<file path="src/rtl/if_stage.sv">
// Instruction-fetch stage with IF/ID pipeline register.
// Holds the PC, talks to a variable-latency instruction memory over req/ack,
// parks one word in a skid buffer under stall, and drains an abandoned
// request after a redirect so only one request is ever outstanding.
module if_stage #(
    parameter logic [31:0] RESET_PC  = 32'h0000_0000,
    parameter logic [31:0] NOP_INSTR = 32'h0000_0013
) (
    input  logic        clk,
    input  logic        rst,
    output logic        imem_req,
    output logic [31:0] imem_addr,
    input  logic        imem_ack,
    input  logic [31:0] imem_rdata,
    input  logic        stall,
    input  logic        redirect,
    input  logic [31:0] redirect_pc,
    output logic        ifid_valid,
    output logic [31:0] ifid_pc,
    output logic [31:0] ifid_pc4,
    output logic [31:0] ifid_instr,
    output logic        misalign
);

    typedef enum logic [1:0] {
        FETCH = 2'd0,
        HOLD  = 2'd1,
        DRAIN = 2'd2
    } state_t;

    state_t      state, state_next;
    logic        started;
    logic [31:0] pc, pc_next;
    logic [31:0] drain_addr;
    logic [31:0] skid_instr, skid_pc;

    logic        ifid_load_mem;
    logic        ifid_load_skid;
    logic        ifid_bubble;
    logic        skid_load;
    logic [31:0] redirect_aligned;

    assign redirect_aligned = {redirect_pc[31:2], 2'b00};

    // Next-state, PC update and IF/ID action select; memory request outputs
    always_comb begin
        state_next     = state;
        pc_next        = pc;
        ifid_load_mem  = 1'b0;
        ifid_load_skid = 1'b0;
        ifid_bubble    = 1'b0;
        skid_load      = 1'b0;
        imem_req       = 1'b0;
        imem_addr      = pc;
        unique case (state)
            FETCH: begin
                // started gates the request for the cycle right after reset
                imem_req = started;
                if (redirect) begin
                    ifid_bubble = 1'b1;
                    pc_next     = redirect_aligned;
                    if (started && !imem_ack) state_next = DRAIN;
                end else if (started && imem_ack) begin
                    pc_next = pc + 32'd4;
                    if (stall) begin
                        skid_load  = 1'b1;
                        state_next = HOLD;
                    end else begin
                        ifid_load_mem = 1'b1;
                    end
                end else if (!stall) begin
                    ifid_bubble = 1'b1;
                end
            end
            HOLD: begin
                if (redirect) begin
                    ifid_bubble = 1'b1;
                    pc_next     = redirect_aligned;
                    state_next  = FETCH;
                end else if (!stall) begin
                    ifid_load_skid = 1'b1;
                    state_next     = FETCH;
                end
            end
            DRAIN: begin
                // keep presenting the abandoned address until it is acked
                imem_req    = 1'b1;
                imem_addr   = drain_addr;
                ifid_bubble = 1'b1;
                if (redirect) pc_next = redirect_aligned;
                if (imem_ack) state_next = FETCH;
            end
            default: state_next = FETCH;
        endcase
    end

    // State, PC, skid buffer and IF/ID register updates
    always_ff @(posedge clk) begin
        if (rst) begin
            state      <= FETCH;
            started    <= 1'b0;
            pc         <= RESET_PC;
            drain_addr <= '0;
            skid_instr <= NOP_INSTR;
            skid_pc    <= '0;
            ifid_valid <= 1'b0;
            ifid_pc    <= '0;
            ifid_pc4   <= 32'd4;
            ifid_instr <= NOP_INSTR;
            misalign   <= 1'b0;
        end else begin
            state    <= state_next;
            started  <= 1'b1;
            pc       <= pc_next;
            misalign <= redirect && (redirect_pc[1:0] != 2'b00);
            if (state == FETCH && state_next == DRAIN) drain_addr <= pc;
            if (skid_load) begin
                skid_instr <= imem_rdata;
                skid_pc    <= pc;
            end
            if (ifid_bubble) begin
                ifid_valid <= 1'b0;
                ifid_instr <= NOP_INSTR;
            end else if (ifid_load_mem) begin
                ifid_valid <= 1'b1;
                ifid_pc    <= pc;
                ifid_pc4   <= pc + 32'd4;
                ifid_instr <= imem_rdata;
            end else if (ifid_load_skid) begin
                ifid_valid <= 1'b1;
                ifid_pc    <= skid_pc;
                ifid_pc4   <= skid_pc + 32'd4;
                ifid_instr <= skid_instr;
            end
        end
    end

endmodule

</file>
<file path="config.mk">
export PLATFORM = sky130hd
export DESIGN_NAME = if_stage
export DESIGN_NICKNAME = d
export VERILOG_FILES = /design/src/rtl/if_stage.sv
export SDC_FILE = /design/constraint.sdc
export NUM_CORES = 1
export LEC_CHECK = 0
export BUFFER_PORTS_ARGS = -buffer_cell sky130_fd_sc_hd__buf_4
export CAP_MARGIN = 25
export CELL_PAD_IN_SITES_DETAIL_PLACEMENT = 1
export CELL_PAD_IN_SITES_GLOBAL_PLACEMENT = 2
export CORE_AREA = 8 8 233 168
export CTS_BUF_LIST = sky130_fd_sc_hd__clkbuf_16
export CTS_CLUSTER_SIZE = 30
export DETAILED_ROUTE_END_ITERATION = 12
export DIE_AREA = 0 0 241 176
export GPL_TIMING_DRIVEN = 0
export PLACE_DENSITY_LB_ADDON = 0.2
export SLEW_MARGIN = 40
export SYNTH_ARGS = -nofsm -noshare
export SYNTH_HDL_FRONTEND = slang
export SYNTH_SLANG_ARGS = --single-unit
</file>
<file path="constraint.sdc">
create_clock -name clk -period 2.75 [get_ports clk]
set_clock_uncertainty 0.05 [all_clocks]
set_input_delay 0.55 -clock clk [delete_from_list [all_inputs] [get_ports clk]]
set_output_delay 0.55 -clock clk [all_outputs]
set_load 0.05 [all_outputs]
</file>
After elaboration in Yosys (flattened, before gate mapping)
Index checks and enable logic that the tools add are counted.

Register bits after elaboration: 229. Bits in latches: 0. Memory bits (writable): 0. Bits in read-only memories: 0. Input bits: 69. Output and inout port bits: 131. Logic and storage cells: 69. Memories kept: 0.

Add/sub/neg operators: 2. $mul: 0. Divide/modulo/power cells: 0. Magnitude comparators: 0. Equal/unequal tests: 5. Shift operators: 0. Mux-type cells: 37. Bitwise gates (word level): 1. Reduce and logical (&&, ||, !) cells: 13.

Operator list (count): $mux W32 (10); $add A32 B3 Y32 const B (2); $pmux W32 S2 (1); $mux W1 (16); $mux W2 (7); $pmux W2 S3 (1); $reduce_bool A2 Y1 (3); $eq A2 B2 Y1 const B (2); $logic_and A1 B1 Y1 (4); $reduce_or A2 Y1 (2); $ne A3 B3 Y1 const B (1); $pmux W1 S3 (1); $reduce_and A3 Y1 (1); $eq A2 B1 Y1 const B (1); $logic_not A2 Y1 (1); $ne A2 B1 Y1 const B (1); $pmux W1 S2 (1); $reduce_and A2 Y1 (1); $logic_not A1 Y1 (1); $not A1 Y1 (1).

Logic depth before layout (Yosys ltp)
Depth in word-level cells: 7. Gate-level depth with buffers: 9. Mapped depth without buffers: 7.

Least setup slack after synthesis
No wires, ideal clock.

Kind: register to output. From: register state[0]. To: output port imem_addr[14]. Arrival: 2.168 ns. Data required time: 2.150 ns. Slack: -0.018 ns. Stages on the path, launching flop included: 6. Path buffers: 2. Cell sequence: dfxtp_1 -> inv_1 -> ha_1 -> clkbuf_1 -> clkbuf_1 -> o21ai_0.

Longest elaborated chain between the ends: 2.

RTL lines: start: declaration (RTL line 31) `state_t state, state_next;`; start signal: assignment (RTL line 112) `state <= state_next;`; $eq A2 B2 Y1 (RTL line 55) `unique case (state)`; $mux W32 (RTL line 55); end: declaration (RTL line 12) `output logic [31:0] imem_addr,`.

Every way passes these cells.

Worst setup path in the final report
From: register state[0]. To: output port imem_addr[30].

Same word-level chain as after synthesis.

==> qor.yml <==
synthesis:
  yosysTopAreaCellShare_pct: 39.2
  synthMostInstantiatedCell: "nand2_1"
  synth-main-ff-cell: "dfxtp_1"
  yosysWarningCount: 0
  yosys_register_bits: 219
  synth-async-reset-ratio_pct: 0
  avgSynthCellArea_um2: 7.75
  syn-cell-area_um2: 11200
  synth-edff-count: 0
  ys_types: 63
  synthTopCellsByCount: "nand2_1, dfxtp_1, a21oi_1"
  synth_area_leaders: "dfxtp_1, nand2_1, a21oi_1"
  syn_inst: 1443
  yosysTopAreaCell: "dfxtp_1"
  yosysSeqAreaShare_pct: 39.2
timing:
  setup_viol: 0
  max_freq_mhz: 377
  tns_ns: 0
  worst_pin_slew_ns: 0.916
  hold_viol_final: 0
  fin_crit_sh_pct: 96.4
  max_slew_margin_pct: 38.4
  drv_slew: 0
  rsz0062_at_grt: "true"
  finalWorstSetupSlack_ns: 0.100
  post-route-min-period_ns: 2.65
power:
  clkPwrFrac_pct: 41.7
  sw_frac_of_total_pct: 30.1
  leakage_nw: 5.35
  power_frac_comb_pct: 16.0
  p_per_area_nw_per_um2: 548
  p_sw_mw: 2.35
  power.internal_mw: 5.45
  max-vdd-ir-drop_uv: 411
  power_frac_seq_pct: 42.3
floorplanning:
  num_rows: 58
  initial_core_util_pct: 31.6
  die_w_um: 241
  core-area_um2: 35400
  die_area_um2: 42400
  die_h_um: 176
  io_pins: 200
cts:
  cts.path.max_buffers: 3
  clkTransAtPathRegs_ns: 0.06
  cts_root_buffer: "clkbuf_16"
  htree_num_levels: 1
  cts_tree: "yes"
  numCtsBuffers: 25
  clkLatencyLatePin_ns: 0.53
  clock_sinks: 219
cells_and_area:
  final_nets: 1747
  area_growth_pct: 27.0
  final_layout_size_suffix_gt1_share_pct: 21.1
  fin_area_um2: 14200
  fin_cells: 2169
  diodes: 0
grt:
  grt_pass1_wl_um: 77400
  globalRouteMet3Util_pct: 4.64
  use_met1_pct: 33.3
  grt_max_degree: 13
  use_met2_pct: 36.3
  grt-ovfl-total: 0
  grt_pass1_vias: 12400
  antenna_found_initial: 0
  grt_most_used_layer: "met2"
  track_usage_pct: 23.4
worst_setup_path:
  cp_cell_sequence: "inv_2 -> ha_1 -> buf_8 -> buf_8 -> mux2_2 -> buf_4"
  startpoint_type: "flip-flop"
  max_stage_delay_ns: 0.35
  arrival_ns: 2.05
  cp.required_ns: 2.15
  critPathKind: "flip-flop to output port"
  critPathSlowestCell: "mux2_2"
  cp-end-kind: "output port"
  crit_path_frequent_cell: "buf_8"
  cp.buffers_inverters: 4
  cp_top_family: "buffers and inverters"
  worstPathMaxFanout: 10
place:
  dp_hpwl_um: 39400
  gp_congestion: 0.858
  dpl.cell_count: 2121
  dpl-instance-area_um2: 13300
  io_buffers: 192
  preCtsSetupSlack_ns: -0.549
status:
  outcome: "finished, final reports clean"
route:
  via_per_inst: 5.60
  wl_per_cell_um: 23.6
  finalWirelength_um: 51200
  num_vias: 12100
  drt_pass1_iterations: 5
  drc: 0
  ant_nets: 0
  first_iter_violations: 805
min_path:
  min_path_type: "primary input to flip-flop"
flow_run:
  max-cap-violations: 0
==> kinds of logic (layout without fill, tap and decap cells) <==
kind of cell | after synthesis | count (layout) | share of synthesized area, %
AND/OR/NAND/NOR | 580 | 580 | 24.2
AO/OA/AOI/OAI | 381 | 381 | 22.2
flip-flops | 219 | 219 | 39.2
buffers and inverters | 177 | 418 | 6.57
multiplexers | 57 | 57 | 5.38
XOR/XNOR | 21 | 21 | 1.64
adder cells (fa/ha/maj) | 7 | 7 | 0.783
other | 1 | 6 | 0.0335
==> power groups by stage <==
| stage | Sequential, mW | Combinational [mW] | Clock, mW |
|---|---|---|---|
| 2_1_floorplan | 3.42 | 0.673 | 0 |
| 3_3_place_gp | 3.37 | 1.20 | 0 |
| 3_5_place_dp | 3.37 | 1.21 | 0 |
| 4_1_cts | 3.30 | 1.23 | 3.33 |
| 5_1_grt | 3.31 | 1.32 | 3.44 |
| 6_report | 3.30 | 1.24 | 3.25 |
==> state kept, by name (all words and copies together), names as in the netlist <==
signal and count:
skid_instr 32, ifid_valid 1, ifid_pc 30, misalign 1, ifid_instr 32, drain_addr 30
ifid_pc4 30, started 1, pc 30, state 2, skid_pc 30
==> worst paths after layout <==
kind,from,slack (ns),end,depth (start not counted)
setup / recovery,state[0]$_SDFF_PP0_,0.1,imem_addr[30],6
setup reg to reg,pc[2]$_SDFFE_PP0P_,0.1,ifid_pc4[27]$_SDFFE_PP0P_,7
hold / removal,redirect_pc[0],0.18,misalign$_SDFF_PP0_,2
hold reg to reg,skid_instr[13]$_SDFFE_PP0P_,0.41,skid_instr[13]$_SDFFE_PP0P_,2
==> cell usage in the layout, fill, tap and decap left out, types with 7 or more instances in the layout <==
cell type,n
nand2_1,267
o31a_1,8
clkbuf_16,25
ha_1,7
and4_1,7
nor3_1,33
inv_1,17
or4_1,16
mux2_2,25
o21ai_0,45
clkinv_1,9
a21o_1,8
buf_2,24
buf_4,206
o21a_1,13
and3_1,9
a31oi_1,10
nand3_1,50
mux2i_1,32
a311oi_1,32
a22o_1,7
a211oi_1,30
nor4_1,18
dfxtp_1,218
clkbuf_1,79
a21oi_1,136
xnor2_1,15
clkbuf_2,36
nand4_1,53
nor2_1,90
o31ai_1,51
==> worst register-to-register path, stage by stage (launching register included) <==
cell and delay (ns):
dfxtp_1 0.33, buf_2 0.25, nand4_1 0.24, or4_1 0.69
buf_2 0.28, o31ai_1 0.25, nand3_1 0.15, a32o_1 0.31
==> routing by layer <==
| layer | share of wire (%) | wire (um) | vias to the layer above |
|---|---|---|---|
| li1 | - | - | 5653 |
| met1 | 48 | 24300 | 6110 |
| met2 | 44 | 22800 | 315 |
| met3 | 6.1 | 3110 | 63 |
| met4 | 1.9 | 998 | 0 |
| met5 | 0 | 0 | - |
==> metrics by stage <==
step                power [mW]  util (%)  hold WS [ns]
floorplan                 4.09         -         0.386
global placement          4.56      37.4         0.390
detailed placement        4.58      37.5         0.399
CTS                       7.85      40.0         0.169
global route              8.07      40.1         0.191
finish                    7.79      40.1         0.183
==> what timing repair did <==
item,4_1_cts,5_1_grt
gates resized for setup,31,56
setup buffers,5,1
hold buffers,0,0
pin swaps,2,0
endpoints found under the setup margin,176,158
cloned,0,0
==> cell type report <==
cell class,count,area [um^2]
fill,4389,21200
multi-input combinational,1052,6150
sequential,219,4390
timing repair buffer,199,1510
buffer,159,753
clock buffer,25,626
tap,480,601
clock inverter,20,134
inverter,15,56.3
No activity file was read; power rests on OpenSTA's default activity.
